===== config.mk =====
export PLATFORM = sky130hd
export DESIGN_NAME = bcd_counter_2digit_flat
export DESIGN_NICKNAME = d
export VERILOG_FILES = /design/src/rtl/bcd_counter_2digit_pkg.sv /design/src/rtl/bcd_counter_2digit_if.sv /design/src/rtl/bcd_counter_2digit_btn_debounce.sv /design/src/rtl/bcd_counter_2digit.sv /design/src/flat_wrapper.sv
export SDC_FILE = /design/constraint.sdc
export NUM_CORES = 1
export LEC_CHECK = 0
export ABC_CLOCK_PERIOD_IN_PS = 2200
export BUFFER_PORTS_ARGS = -buffer_cell sky130_fd_sc_hd__buf_2
export CORE_UTILIZATION = 56
export CTS_CLUSTER_SIZE = 12
export DETAILED_ROUTE_END_ITERATION = 8
export GPL_ROUTABILITY_DRIVEN = 0
export HOLD_SLACK_MARGIN = 0.12
export PLACE_DENSITY = 0.87
export RECOVER_POWER = 25
export REMOVE_ABC_BUFFERS = 1
export SETUP_SLACK_MARGIN = 0.15
export SYNTH_ARGS = -nofsm -noshare
export SYNTH_HDL_FRONTEND = slang
export SYNTH_SLANG_ARGS = --single-unit

===== constraint.sdc =====
create_clock -name FPGA_CLK -period 2.2 [get_ports FPGA_CLK]
set_clock_uncertainty 0.15 [all_clocks]
set_input_delay 0.44 -clock FPGA_CLK [delete_from_list [all_inputs] [get_ports FPGA_CLK]]
set_output_delay 0.44 -clock FPGA_CLK [all_outputs]
set_load 0.02 [all_outputs]

===== src/rtl/bcd_counter_2digit_pkg.sv =====
// Shared constants for the two-digit BCD stopwatch and its display multiplexer:
// digit format, run-state encoding and the default timing parameters.
package bcd_counter_2digit_pkg;

    localparam int BCD_W = 4;
    localparam logic [BCD_W-1:0] BCD_MAX = 4'd9;

    localparam int DIV_DEFAULT        = 5_000_000;
    localparam int DEB_CYCLES_DEFAULT = 1_000_000;

    typedef logic [BCD_W-1:0] bcd_digit_t;

    typedef enum logic {
        STOP = 1'b0,
        RUN  = 1'b1
    } run_state_t;

    // Returns {carry, next digit}; any value at or above 9 rolls to 0 so a
    // digit can never settle on 10..15.
    function automatic logic [BCD_W:0] bcd_inc(input bcd_digit_t d);
        if (d >= BCD_MAX) begin
            return {1'b1, {BCD_W{1'b0}}};
        end
        return {1'b0, d + BCD_W'(1)};
    endfunction

endpackage


===== src/rtl/bcd_counter_2digit_if.sv =====
// Button inputs and display-facing outputs of the BCD stopwatch.
interface bcd_counter_2digit_if import bcd_counter_2digit_pkg::*; ();

    logic       btn_run;
    logic       btn_clr;
    bcd_digit_t data0;
    bcd_digit_t data1;
    logic       running;
    logic       wrap;

    modport master (
        output btn_run, btn_clr,
        input  data0, data1, running, wrap
    );

    modport slave (
        input  btn_run, btn_clr,
        output data0, data1, running, wrap
    );

endinterface


===== src/rtl/bcd_counter_2digit_btn_debounce.sv =====
// Push-button front end: 2-flop synchroniser, stability debouncer and a
// single-cycle press pulse on each accepted low-to-high transition.
module btn_debounce import bcd_counter_2digit_pkg::*; #(
    parameter int DEB_CYCLES = DEB_CYCLES_DEFAULT
) (
    input  logic FPGA_CLK,
    input  logic FPGA_RST,
    input  logic btn_raw,
    output logic level,
    output logic press
);

    localparam int CW = $clog2(DEB_CYCLES + 1);
    localparam logic [CW-1:0] RUN_MAX = CW'(DEB_CYCLES);

    logic          sync_a;
    logic          sync_b;
    logic          sync_prev;
    logic [1:0]    fill;
    logic [CW-1:0] run_cnt;
    logic [CW-1:0] run_len;
    logic          armed;

    always_comb begin
        run_len = CW'(1);
        if (sync_b == sync_prev) begin
            run_len = (run_cnt == RUN_MAX) ? RUN_MAX : run_cnt + CW'(1);
        end
    end

    // The synchroniser still holds reset zeros for two cycles, so those samples
    // are ignored; a button held through reset must first be seen low before
    // a press can be reported (armed).
    always_ff @(posedge FPGA_CLK) begin
        if (FPGA_RST) begin
            sync_a    <= 1'b0;
            sync_b    <= 1'b0;
            sync_prev <= 1'b0;
            fill      <= 2'b00;
            run_cnt   <= '0;
            level     <= 1'b0;
            press     <= 1'b0;
            armed     <= 1'b0;
        end else begin
            sync_a    <= btn_raw;
            sync_b    <= sync_a;
            sync_prev <= sync_b;
            fill      <= {fill[0], 1'b1};
            press     <= 1'b0;
            if (!fill[1]) begin
                run_cnt <= '0;
            end else begin
                run_cnt <= run_len;
                if (run_len == RUN_MAX) begin
                    if (sync_b != level) begin
                        level <= sync_b;
                        press <= sync_b & armed;
                    end
                    if (!sync_b) begin
                        armed <= 1'b1;
                    end
                end
            end
        end
    end

endmodule


===== src/rtl/bcd_counter_2digit.sv =====
// Two-digit BCD stopwatch: run/stop and clear buttons, prescaled count tick,
// 00..99 with a one-cycle wrap pulse.
module bcd_counter_2digit import bcd_counter_2digit_pkg::*; #(
    parameter int DIV        = DIV_DEFAULT,
    parameter int DEB_CYCLES = DEB_CYCLES_DEFAULT
) (
    input  logic                  FPGA_CLK,
    input  logic                  FPGA_RST,
    bcd_counter_2digit_if.slave   bus
);

    localparam int PW = $clog2(DIV);
    localparam logic [PW-1:0] PRESC_LAST = PW'(DIV - 1);

    run_state_t     state;
    run_state_t     state_next;
    logic [PW-1:0]  presc;
    logic [PW-1:0]  presc_next;
    bcd_digit_t     d0;
    bcd_digit_t     d1;
    bcd_digit_t     d0_next;
    bcd_digit_t     d1_next;
    logic           wrap_q;
    logic           wrap_next;
    logic [BCD_W:0] inc0;
    logic [BCD_W:0] inc1;
    logic           tick;
    logic           run_ev;
    logic           clr_ev;
    logic           unused_run_level;
    logic           unused_clr_level;

    btn_debounce #(.DEB_CYCLES(DEB_CYCLES)) u_run_btn (
        .FPGA_CLK (FPGA_CLK),
        .FPGA_RST (FPGA_RST),
        .btn_raw  (bus.btn_run),
        .level    (unused_run_level),
        .press    (run_ev)
    );

    btn_debounce #(.DEB_CYCLES(DEB_CYCLES)) u_clr_btn (
        .FPGA_CLK (FPGA_CLK),
        .FPGA_RST (FPGA_RST),
        .btn_raw  (bus.btn_clr),
        .level    (unused_clr_level),
        .press    (clr_ev)
    );

    assign tick = (state == RUN) && (presc == PRESC_LAST);

    // Clear wins over everything; a tick on the same edge as a stop still
    // counts. The prescaler only advances while RUN persists across the edge,
    // so entering RUN starts from zero and pausing throws the partial count away.
    always_comb begin
        state_next = state;
        presc_next = '0;
        d0_next    = d0;
        d1_next    = d1;
        wrap_next  = 1'b0;
        inc0       = bcd_inc(d0);
        inc1       = bcd_inc(d1);
        if (clr_ev) begin
            state_next = STOP;
            d0_next    = '0;
            d1_next    = '0;
        end else begin
            if (run_ev) begin
                state_next = (state == RUN) ? STOP : RUN;
            end
            if (tick) begin
                d0_next = inc0[BCD_W-1:0];
                if (inc0[BCD_W]) begin
                    d1_next   = inc1[BCD_W-1:0];
                    wrap_next = inc1[BCD_W];
                end
            end
            if ((state == RUN) && (state_next == RUN) && !tick) begin
                presc_next = presc + PW'(1);
            end
        end
    end

    always_ff @(posedge FPGA_CLK) begin
        if (FPGA_RST) begin
            state  <= STOP;
            presc  <= '0;
            d0     <= '0;
            d1     <= '0;
            wrap_q <= 1'b0;
        end else begin
            state  <= state_next;
            presc  <= presc_next;
            d0     <= d0_next;
            d1     <= d1_next;
            wrap_q <= wrap_next;
        end
    end

    assign bus.data0   = d0;
    assign bus.data1   = d1;
    assign bus.running = (state == RUN);
    assign bus.wrap    = wrap_q;

endmodule


===== src/flat_wrapper.sv =====
// flat-port wrapper written by rule: the top's interface ports become plain ports
module bcd_counter_2digit_flat import bcd_counter_2digit_pkg::*;
#(
    parameter int DIV        = DIV_DEFAULT,
    parameter int DEB_CYCLES = DEB_CYCLES_DEFAULT
)
  (FPGA_CLK, FPGA_RST, bus_btn_run, bus_btn_clr, bus_data0, bus_data1, bus_running, bus_wrap);
  bcd_counter_2digit_if bus_i ();
  input  logic FPGA_CLK;
  input  logic FPGA_RST;
  input wire logic [$bits(bus_i.btn_run)-1:0] bus_btn_run;
  input wire logic [$bits(bus_i.btn_clr)-1:0] bus_btn_clr;
  output wire logic [$bits(bus_i.data0)-1:0] bus_data0;
  output wire logic [$bits(bus_i.data1)-1:0] bus_data1;
  output wire logic [$bits(bus_i.running)-1:0] bus_running;
  output wire logic [$bits(bus_i.wrap)-1:0] bus_wrap;
  assign bus_i.btn_run = bus_btn_run;
  assign bus_i.btn_clr = bus_btn_clr;
  assign bus_data0 = bus_i.data0;
  assign bus_data1 = bus_i.data1;
  assign bus_running = bus_i.running;
  assign bus_wrap = bus_i.wrap;
  bcd_counter_2digit #(.DIV(DIV), .DEB_CYCLES(DEB_CYCLES)) u_core (.FPGA_CLK(FPGA_CLK), .FPGA_RST(FPGA_RST), .bus(bus_i));
endmodule

==> results.md, run 1 <==
| Item | Value |
| --- | --- |
| Switching power | 0.727 mW |
| MaxCap Viol Count | 0 |
| Cell type with the largest total area after synthesis | dfxtp_1 |
| Area delta synth->final | 33.5% |
| Fraction of final layout cells with drive strength greater than 1 | 0.313 |
| Pint | 2.18 mW |
| Metal2 WL | 7040 µm |
| Top Layer Used | met4 |
| R2R cell count | 9 |
| Relative slew margins | 0.429 |
| Warning count from the yosys run | 0 |
| Number of global-route vias before repair | 4,340 |
| Failing checks | negative setup slack |
| First DRT Iteration DRCs | 412 |
| Number of synthesized flops with an enable pin | 0 |
| Hold buffer count at CTS | 0 |
| Number of H-tree branching levels | 3 |
| Count of antenna-violating nets left after detailed routing | 0 |
| Post-Synthesis Mean Instance Area | 8.37 µm² |
| CTS Buf Count | 9 |
| Initial antenna violation count | 0 |
| Most instantiated flip-flop cell in the synthesis netlist | dfxtp_1 |
| Cell leakage power | 2.08 nW |
| Power per Cell Area | 503 nW/µm² |
| Share of the cycle needed by the critical path after routing | 1.21 |
| Routed metal-1 wire length | 5250 µm |
| Buffer type at the clock tree root | clkbuf_8 |
| Via/cell ratio | 6.33 |
| # diodes | 0 |
| Worst Path Class, Setup | flop to flop |
| Number of buffer and inverter stages on the critical path | 2 |
| Die height | 89.9 µm |
| Worst min path class | primary input to flop |
| IO Count | 14 |
| Routed wl met3 | 1220 µm |
| Max-slew violation count | 0 |
| Most common cell on crit path | nand4_1 |
| Initial DRT Pass Iterations | 5 |
| Routed wire length | 14,800 µm |
| Clock latency reported for the late side of the worst-skew pair | 380 ps |
| Unrepaired setup endpoints after global routing | true |
| TritonCTS clock tree | yes |
| CP Launch Type | flop |
| Number of buffer cells added on primary ports | 13 |
| Power share of the combinational group | 0.024 |
| Required time worst endpoint | 2330 ps |
| Global-route wire length before repair | 20,600 µm |
| Setup-failing EPs final | 20 |
| Worst Hold Endpoint | u_core.u_clr_btn.sync_a$_SDFF_PP0_ |
| Smallest hold slack | 148 ps |
| Worst-path fanout max | 4 |
| Number of core rows | 31 |
| Min Tclk post-route | 2660 ps |
| Aggregate negative setup slack | -5370 ps |
| Pre-CTS setup slack | -351 ps |
| Net total in the final layout | 631 |
| Crit end category | flop |
| Maximum resistive drop on vdd | 0.295 mV |
| Crit path max-delay family | simple AND/OR/NAND/NOR gates |
| Worst hold path cell count | 2 |
| Fraction of power consumed by sequential logic | 0.545 |
| Async S/R FF share, synth | 0 |
| Synth Register Bits | 87 |
| Maximum number of pins on one net before global-route repair | 24 |
| Aggregate global-route resource usage | 0.321 |
| Count of unresolved DRC violations after routing | 0 |
| Critical path cell sequence | nand4_1 -> buf_6 -> buf_4 -> nor3_4 -> nand4_1 -> a32oi_2 -> a31oi_2 -> nor2_2 -> mux2_4 |
| Gate count after technology mapping | 517 |
| Area of the core | 7370 µm² |
| Highest achievable clock rate | 0.377 GHz |
| Vias post-DR | 4,548 |
| Share of synthesized area occupied by flip-flops and latches | 0.403 |
| Hold_sp | bus_btn_clr |
| Crit path depth | 9 |
| Worst path setup slack after routing | -455 ps |
| Unique masters post-synth | 53 |
| Tot Pwr | 2.91 mW |
| Max Root-Sink Buffers | 2 |
| Cells taking the most area after synthesis | dfxtp_1 (40%), nor2_1 (7.5%), xnor2_1 (7.1%), xor2_1 (5.3%), nand2_1 (3.6%) |
| Clock sinks | 87 |
| Run status | complete, but fails checks |
| Crit-path slowest cell | dfxtp_1 |
| DIE WIDTH | 89.9 µm |
| Utilization after layout | 0.784 |
| Fill cell count | 410 |
| Reg2reg setup slack | -460 ps |
| Clk pin slew, worst setup/hold paths | 100 ps |
| Clock network fraction of total power | 0.431 |
| Portion of synthesized cell area occupied by the leading cell type | 0.403 |
| Slowest cell delay on critical path | 370 ps |
| Dpl hpwl | 7420 µm |
| Final-report hold violation count | 0 |
| Grt ovf | 0 |
| Actual slew at the worst max-slew pin | 850 ps |
| Share of total power consumed by net switching | 0.250 |
| Reg2Reg Capture Point | u_core.u_clr_btn.level$_SDFFE_PP0P_ |
| Full die area | 8080 µm² |
| Launching point of the worst reg2reg path | u_core.u_clr_btn.run_cnt[5]$_SDFF_PP0_ |
| Netlist area before placement | 4330 µm² |
| Arr. time, crit path | 2780 ps |
| Average detailed-routed wire length per instance | 20.5 µm |
| Starting Density | 0.587 |
-- synthesized netlist by cell type, drive strengths merged, types with 4 or more instances --
| cell | number |
|---|---|
| a31oi | 4 |
| nor4b | 7 |
| a21oi | 8 |
| nand4 | 16 |
| o21ai | 9 |
| dfxtp | 87 |
| clkbuf | 19 |
| nand2b | 5 |
| and2 | 6 |
| inv | 21 |
| or2 | 4 |
| or3 | 8 |
| nor2b | 10 |
| nand2 | 42 |
| nor2 | 88 |
| xor2 | 26 |
| ha | 12 |
| nor4 | 9 |
| xnor2 | 35 |
| and3 | 13 |
| a41oi | 4 |
| nor3 | 14 |
| nand3 | 29 |
-- sequential cells by signal, indices dropped and copies added (netlist names), 4 cells and up --
signal / count
u_core.bus.data1: 4
u_core.presc: 23
u_core.bus.data0: 4
u_core.u_clr_btn.run_cnt: 20
u_core.u_run_btn.run_cnt: 20
-- cell families after synthesis --
| logic type | after synthesis | synth area share |
|---|---|---|
| mux | 4 | 0.00983 |
| xor+xnor | 61 | 0.123 |
| buf+inv | 43 | 0.0382 |
| flops | 87 | 0.403 |
| compound gates | 41 | 0.0680 |
| simple gates | 269 | 0.323 |
| fa+ha+maj | 12 | 0.0347 |
-- power by group through the flow --
stage | clock network [mW] | logic [mW] | registers, mW
after floorplan | 0 | 0.0278 | 1.62
after detailed placement | 0 | 0.0558 | 1.62
after global routing | 1.31 | 0.0730 | 1.59
after global placement | 0 | 0.0527 | 1.62
final | 1.25 | 0.0699 | 1.58
after CTS | 1.23 | 0.0614 | 1.59
-- cell type report --
cell class              instances  area (µm²)  area share
clock inverters                 6        76.3      0.0132
well taps                      99         124      0.0214
repair buffers                108         807       0.140
inverters                      21        81.3      0.0141
clock buffers                  10         138      0.0238
multi-input cells             388        2770       0.480
flip-flops and latches         87        1780       0.308
-- how the worst max path moves through the flow --
stage | start | endpoint | slack (ps)
2_1_floorplan | u_core.u_run_btn.run_cnt[12]$_SDFF_PP0_ | u_core.u_run_btn.press$_SDFF_PP0_ | -190
3_3_place_gp | u_core.u_run_btn.run_cnt[11]$_SDFF_PP0_ | u_core.u_run_btn.press$_SDFF_PP0_ | -190
3_5_place_dp | u_core.u_run_btn.run_cnt[11]$_SDFF_PP0_ | u_core.u_run_btn.press$_SDFF_PP0_ | -350
4_1_cts | u_core.u_run_btn.run_cnt[10]$_SDFF_PP0_ | u_core.u_run_btn.armed$_SDFFE_PP0P_ | -270
5_1_grt | u_core.u_clr_btn.run_cnt[5]$_SDFF_PP0_ | u_core.u_clr_btn.level$_SDFFE_PP0P_ | -580
6_report | u_core.u_clr_btn.run_cnt[5]$_SDFF_PP0_ | u_core.u_clr_btn.level$_SDFFE_PP0P_ | -460
-- repair_timing --
item                                    4_1_cts  5_1_grt
cloned                                        0        1
pin swaps                                    18       32
endpoints found under the setup margin       38       41
gates resized for setup                      48       55
setup buffers                                 7        5
-- per-layer routing --
metal,GRT usage,vias to the layer above
met4,0.179,0
met3,0.0770,128
met1,0.354,2110
met2,0.566,327
met5,0,-
li1,-,1983
-- through the flow --
stage               area, µm²  cells
floorplan                4240    495
global placement         5060    690
detailed placement       5060    690
CTS                      5540    713
global route             5780    719
finish                   5780    719
-- cells in the final DEF (no fill, tap or decap), types with 11 or more instances in the layout --
cell      synthesis  layout
and3_1           13      11
buf_4             0      84
clkbuf_1         19      12
dfxtp_1          87      66
dfxtp_2           0      17
inv_1            21      19
nand2_1          42      40
nand3_1          28      26
nand4_1          16      16
nor2_1           87      81
xnor2_1          35      32
xor2_1           26      26
(Power assumes the default switching activity.)
==> inputs of run 2 (changes only) <==
Settings changed: SYNTH_HIERARCHICAL set to 1.
==> results.md, run 2 <==
| Item | Value | vs previous |
| --- | --- | --- |
| Run status | complete, but fails checks |  |
| Failing checks | design-rule violations, negative setup slack |  |
| Min Tclk post-route | 2790 ps | +132 ps |
| Count of antenna-violating nets left after detailed routing | 0 | unchanged |
| Critical path cell sequence | ha_4 -> nand4_1 -> buf_4 -> nor2_1 -> and4_1 -> xnor2_1 -> a311oi_1 -> or4_4 -> nor4b_4 |  |
| Worst min path class | primary input to flop |  |
| Average detailed-routed wire length per instance | 25.6 µm | +25% |
| Net total in the final layout | 646 | +2.4% |
| # diodes | 0 | unchanged |
| Actual slew at the worst max-slew pin | 883 ps | +32.9 ps |
| Commonest non-fill, non-tap cell in the layout | buf_4 |  |
| CP Launch Type | flop |  |
| Starting Density | 0.591 | +0.00407 |
| Metal2 WL | 8470 µm | +20% |
| Buffer type at the clock tree root | clkbuf_8 |  |
| Worst path setup slack after routing | -587 ps | -132 ps |
| Routed metal-1 wire length | 6260 µm | +19% |
| Leading cell types in the layout, fill and taps excluded | buf_4 (101), dfxtp_1 (63), nor2_1 (52), xnor2_1 (32), nand3_1 (30) |  |
| Initial DRT Pass Iterations | 8 | +3 |
| Portion of synthesized cell area occupied by the leading cell type | 0.409 | +0.00642 |
| CTS Buf Count | 9 | unchanged |
| Setup-failing EPs final | 43 | +110% |
| Routed wl met3 | 2170 µm | +78% |
| Netlist area before placement | 4360 µm² | +0.69% |
| Required time worst endpoint | 2330 ps | about the same |
| Max FFs per register | 23 | unchanged |
| Number of synthesized flops with an enable pin | 0 | unchanged |
| Number of cells after detailed placement | 680 | -1.4% |
| Routed wire length | 18,800 µm | +27% |
| Initial antenna violation count | 0 | unchanged |
| Most instantiated flip-flop cell in the synthesis netlist | dfxtp_1 |  |
| Count of unresolved DRC violations after routing | 1 | +1 |
| Cell leakage power | 2.37 nW | +14% |
| Arr. time, crit path | 2920 ps | +140 ps |
| DIE WIDTH | 90.2 µm | +0.34% |
| Final-report hold violation count | 0 | unchanged |
| Most used standard cell by instance count after synthesis | dfxtp_1 |  |
| Number of H-tree branching levels | 3 | unchanged |
| Tot Pwr | 2.93 mW | +0.79% |
| Crit end category | flop |  |
| Area delta synth->final | 46.0% |  |
| Worst Path Class, Setup | flop to flop |  |
| Number of global-route vias before repair | 4,710 | +8.5% |
| Worst-path fanout max | 3 | -1 |
| Share of the cycle needed by the critical path after routing | 1.27 | +0.0602 |
| Maximum number of pins on one net before global-route repair | 17 | -29% |
| Full die area | 8140 µm² | +0.68% |
| Unrepaired setup endpoints after global routing | true |  |
| Warning count from the yosys run | 6 | +6 |
| Grt ovf | 0 | unchanged |
| Clk pin slew, worst setup/hold paths | 90 ps | about the same |
| Largest registers in the final layout | u_core/presc x23, u_core/u_clr_btn/run_cnt x20, u_core/u_run_btn/run_cnt x20 |  |
| Max-slew violation count | 0 | unchanged |
| Number of core rows | 31 | unchanged |
| Most frequent cells after synthesis | dfxtp_1 (89), nor2_1 (84), xnor2_1 (39) |  |
| Crit path max-delay family | simple AND/OR/NAND/NOR gates |  |
| Vias post-DR | 5,081 | +12% |
| Slowest cell delay on critical path | 590 ps | +220 ps |
| Die height | 90.2 µm | +0.34% |
| Area of the core | 7370 µm² | unchanged |
| IO Count | 14 | unchanged |
| Crit-path slowest cell | or4_4 |  |
| Post-Synthesis Mean Instance Area | 8.71 µm² | +4.1% |
| Clock sinks | 89 | +2.3% |
| Cell type with the largest total area after synthesis | dfxtp_1 |  |
| Share of synthesized area occupied by flip-flops and latches | 0.409 | +0.00642 |
| Clock latency reported for the late side of the worst-skew pair | 390 ps | about the same |
| Relative slew margins | 0.407 | -0.0229 |
| Cells taking the most area after synthesis | dfxtp_1 (41%), xnor2_1 (7.8%), nor2_1 (7.2%), xor2_1 (5.0%), nand3_1 (3.9%) |  |
| Largest register by flop count | u_core/presc |  |
| Number of buffer cells added on primary ports | 13 | unchanged |
| Async S/R FF share, synth | 0 | unchanged |
| Number of buffer and inverter stages on the critical path | 1 | -1 |
| Power per Cell Area | 461 nW/µm² | -8.4% |
| Synth Register Bits | 89 | +2.3% |
| Global-route wire length before repair | 23,400 µm | +14% |
| Highest achievable clock rate | 0.359 GHz | -4.8% |
| First DRT Iteration DRCs | 743 | +80% |
| MaxCap Viol Count | 0 | unchanged |
| Via/cell ratio | 6.92 | +9.4% |
| Dpl hpwl | 7770 µm | +4.7% |
| Unique masters post-synth | 52 | -1.9% |
| TritonCTS clock tree | yes |  |
| Max Root-Sink Buffers | 2 | unchanged |
| Fill cell count | 316 | -23% |
| Fraction of final layout cells with drive strength greater than 1 | 0.438 | +0.125 |
| Hold buffer count at CTS | 0 | unchanged |
| Post-route insts no fill | 734 | +2.1% |
| Gate count after technology mapping | 500 | -3.3% |
| Maximum resistive drop on vdd | 0.369 mV | +25% |
| Aggregate global-route resource usage | 0.366 | +0.0447 |
| Top Layer Used | met4 |  |
## run 2: cell types whose count changed after synthesis, sizes merged, moves of 7 or more
cell,delta
clkbuf,-13
nand2,-13
buf,+9
nor4,+8
nand3,+7
## run 2: layer usage
layer / vias to the layer above / track usage
met2: 521 / 0.656
met1: 2331 / 0.394
met3: 230 / 0.0880
met4: 0 / 0.199
met5: - / 0
li1: 1999 / -
## run 2: metrics by stage
step | hold WS (ps) | TNS (ps) | util | worst slack (ps) | area, µm²
floorplan | 264 | -6780 | - | -250 | 4270
global placement | 269 | -4050 | 0.694 | -205 | 5110
CTS | 161 | -5520 | 0.794 | -245 | 5850
finish | 210 | -11790 | 0.863 | -587 | 6360
detailed placement | 285 | -7070 | 0.694 | -322 | 5110
global route | 196 | -13570 | 0.863 | -614 | 6360
## run 2: layout make-up
type / instances / area (µm²) / share of cell area
clock buffers: 10 / 128 / 0.0201
clock inverters: 6 / 75.1 / 0.0118
inverters: 22 / 87.6 / 0.0138
multi-input cells: 374 / 3020 / 0.475
flip-flops and latches: 89 / 1840 / 0.289
well taps: 99 / 124 / 0.0195
repair buffers: 134 / 1090 / 0.172
## run 2: path summary, 6_finish.rpt
check	start	end	slack (ps)	depth (start not counted)
max	u_core/u_clr_btn/run_cnt[0]$_SDFF_PP0_	u_core/u_clr_btn/press$_SDFF_PP0_	-590	9
min reg2reg	u_core/u_run_btn/sync_a$_SDFF_PP0_	u_core/u_run_btn/sync_b$_SDFF_PP0_	310	1
max reg2reg	u_core/u_clr_btn/run_cnt[0]$_SDFF_PP0_	u_core/u_clr_btn/press$_SDFF_PP0_	-590	9
min	bus_btn_clr	u_core/u_clr_btn/sync_a$_SDFF_PP0_	210	2
## run 2: repair_timing
action / 4_1_cts / 5_1_grt
resized for setup: 90 / 95
gates cloned: 1 / 5
buffers inserted: 25 / 8
endpoints found under the setup margin: 38 / 62
pin swaps: 34 / 44
## run 2: cell families after synthesis
group                    Yosys count  synth area share
flip-flops                        89             0.409
adder cells (fa/ha/maj)           12            0.0345
multiplexers                       5            0.0115
AND/OR/NAND/NOR                  258             0.327
XOR/XNOR                          64             0.129
AO/OA/AOI/OAI                     32            0.0494
buffers and inverters             40            0.0396
## run 2: power by group
| group | internal [mW] | switching [mW] |
|---|---|---|
| sequential | 1.61 | 0.00939 |
| combinational | 0.0336 | 0.0625 |
| clock | 0.544 | 0.671 |
==> inputs of run 3 (changes only) <==
Settings changed: CORE_UTILIZATION 56 to 55, PLACE_DENSITY 0.87 to 0.86.
==> results.md, run 3 (synthesis gave the netlist of run 2 again) <==
| Item | Value | vs previous |
| --- | --- | --- |
| DIE WIDTH | 91 µm | +0.88% |
| Net total in the final layout | 639 | -1.1% |
| Max Root-Sink Buffers | 2 | unchanged |
| CTS Buf Count | 9 | unchanged |
| Slowest cell delay on critical path | 550 ps | -40 ps |
| Fraction of power consumed by sequential logic | 0.581 | +0.028 |
| Aggregate global-route resource usage | 0.320 | -0.0459 |
| Vias post-DR | 4,746 | -6.6% |
| Largest registers in the final layout | u_core/presc x23, u_core/u_clr_btn/run_cnt x20, u_core/u_run_btn/run_cnt x20 |  |
| Initial antenna violation count | 0 | unchanged |
| Number of buffer cells added on primary ports | 13 | unchanged |
| Arr. time, crit path | 2990 ps | +70 ps |
| Maximum number of pins on one net before global-route repair | 15 | -2 |
| Number of global-route vias before repair | 4,330 | -8.1% |
| Required time worst endpoint | 2320 ps | about the same |
| Via/cell ratio | 6.50 | -6.1% |
| Fill cell count | 397 | +26% |
| TritonCTS clock tree | yes |  |
| Design Area, Final | 6120 µm² | -3.8% |
| Met2 usage in global routing | 0.581 | -0.0750 |
| Max FFs per register | 23 | unchanged |
| Final-report hold violation count | 0 | unchanged |
| # diodes | 0 | unchanged |
| Grt ovf | 0 | unchanged |
| Number of buffer and inverter stages on the critical path | 1 | unchanged |
| Number of core rows | 32 | +3.2% |
| Power share of the combinational group | 0.028 | -0.005 |
| Run status | complete, but fails checks |  |
| Number of H-tree branching levels | 3 | unchanged |
| Initial DRT Pass Iterations | 5 | -3 |
| Hold buffer count at CTS | 0 | unchanged |
| Crit path max-delay family | simple AND/OR/NAND/NOR gates |  |
| Pre-CTS setup slack | -393 ps | -70.7 ps |
| Crit-path slowest cell | or4_4 |  |
| Die height | 91 µm | +0.88% |
| Largest register by flop count | u_core/presc |  |
| Area delta synth->final | 40.4% |  |
| Clk pin slew, worst setup/hold paths | 90 ps | about the same |
| MaxCap Viol Count | 0 | unchanged |
| Setup-failing EPs final | 38 | -12% |
| Fraction of final layout cells with drive strength greater than 1 | 0.389 | -0.0493 |
| Full die area | 8280 µm² | +1.8% |
| Met1 track demand over resource in global routing | 0.354 | -0.0403 |
| Failing checks | negative setup slack |  |
| Leading cell types in the layout, fill and taps excluded | buf_4 (101), dfxtp_1 (69), nor2_1 (59), xnor2_1 (35), nand3_1 (32) |  |
| Highest achievable clock rate | 0.348 GHz | -2.9% |
| Count of antenna-violating nets left after detailed routing | 0 | unchanged |
| Starting Density | 0.567 | -0.0244 |
| Placement Cell Area | 5150 µm² | +0.81% |
| Critical path cell sequence | buf_4 -> nand2_2 -> nor3_4 -> xnor2_2 -> nor4_4 -> nand3_1 -> or4_4 -> nor4b_4 |  |
| Unrepaired setup endpoints after global routing | true |  |
| Actual slew at the worst max-slew pin | 1070 ps | +185 ps |
| Share of total power consumed by net switching | 0.241 | -0.0124 |
| Global routing usage on met3 | 0.0503 | -0.0377 |
| Clock sinks | 89 | unchanged |
| Area of the core | 7690 µm² | +4.3% |
| Worst Path Class, Setup | flop to flop |  |
| Pint | 2.12 mW | -3.2% |
| Worst min path class | primary input to flop |  |
| First DRT Iteration DRCs | 536 | -28% |
| Max-slew violation count | 0 | unchanged |
| Crit end category | flop |  |
| Power per Cell Area | 456 nW/µm² | -0.97% |
| Count of unresolved DRC violations after routing | 0 | -1 |
| Cell leakage power | 2.25 nW | -5.0% |
| Average detailed-routed wire length per instance | 22.9 µm | -11% |
| Maximum resistive drop on vdd | 0.314 mV | -15% |
| CP Launch Type | flop |  |
| Worst-path fanout max | 4 | +1 |
| Clock network fraction of total power | 0.390 | -0.025 |
| Clock latency reported for the late side of the worst-skew pair | 360 ps | -30 ps |
| Relative slew margins | 0.282 | -0.124 |
| Routed wire length | 16,700 µm | -11% |
| Worst path setup slack after routing | -670 ps | -82.6 ps |
| Min Tclk post-route | 2870 ps | +82.6 ps |
| GRT busiest layer | met2 |  |
| Switching power | 0.673 mW | -9.4% |
| Dpl hpwl | 7570 µm | -2.5% |
| Global-route wire length before repair | 20,700 µm | -11% |
| IO Count | 14 | unchanged |
| Buffer type at the clock tree root | clkbuf_8 |  |
| Commonest non-fill, non-tap cell in the layout | buf_4 |  |
| Share of the cycle needed by the critical path after routing | 1.30 | +0.0375 |
run 3: power by group through the flow:
stage	Sequential (mW)	Combinational, mW	Clock [mW]
3_3_place_gp	1.66	0.0585	0
5_1_grt	1.62	0.0822	1.16
3_5_place_dp	1.66	0.0608	0
4_1_cts	1.62	0.0647	1.05
6_report	1.62	0.0793	1.09
2_1_floorplan	1.66	0.0318	0
run 3: final timing paths:
path / slack [ps] / cells after the start / start / end
worst min register to register: 310 / 1 / u_core/u_run_btn/level$_SDFFE_PP0P_ / u_core/u_run_btn/press$_SDFF_PP0_
worst max register to register: -670 / 8 / u_core/u_clr_btn/run_cnt[0]$_SDFF_PP0_ / u_core/u_clr_btn/press$_SDFF_PP0_
worst max-delay path: -670 / 8 / u_core/u_clr_btn/run_cnt[0]$_SDFF_PP0_ / u_core/u_clr_btn/press$_SDFF_PP0_
worst min-delay path: 150 / 2 / bus_btn_run / u_core/u_run_btn/sync_a$_SDFF_PP0_
run 3: layout make-up:
class | instances | area (µm²) | area share
Multi-Input combinational cell | 373 | 2850 | 0.466
Clock buffer | 13 | 159 | 0.0260
Timing Repair Buffer | 128 | 1040 | 0.171
Sequential cell | 89 | 1820 | 0.298
Inverter | 22 | 85.1 | 0.0139
Tap cell | 102 | 128 | 0.0209
Clock inverter | 3 | 23.8 | 0.00389
run 3: metrics by stage:
stage	TNS, ps	std cells	hold WS (ps)	util	power, mW
2_1_floorplan	-6780	482	264	-	1.69
3_3_place_gp	-4590	688	270	0.671	1.72
3_5_place_dp	-6910	688	290	0.671	1.73
4_1_cts	-7170	719	146	0.748	2.74
5_1_grt	-13300	730	169	0.796	2.87
6_report	-12760	730	154	0.796	2.79
run 3: repair_timing:
action | in CTS | in global routing
pin swaps | 33 | 29
buffers inserted | 11 | 10
setup endpoints to repair | 38 | 49
cloned | 4 | 1
hold endpoints to repair | 0 | 0
gates resized for setup | 61 | 74
run 3: worst reg2reg max path: cells and delay by family (launching register included):
family | cells | cell delay (ps)
XOR/XNOR | 1 | 200
buffers and inverters | 1 | 140
flip-flops | 1 | 400
AND/OR/NAND/NOR | 6 | 1890
run 3: layer usage:
layer	part of all wire	wire [µm]
met5	0	0
met2	0.47	7840
met1	0.35	5890
met3	0.094	1570
met4	0.084	1400
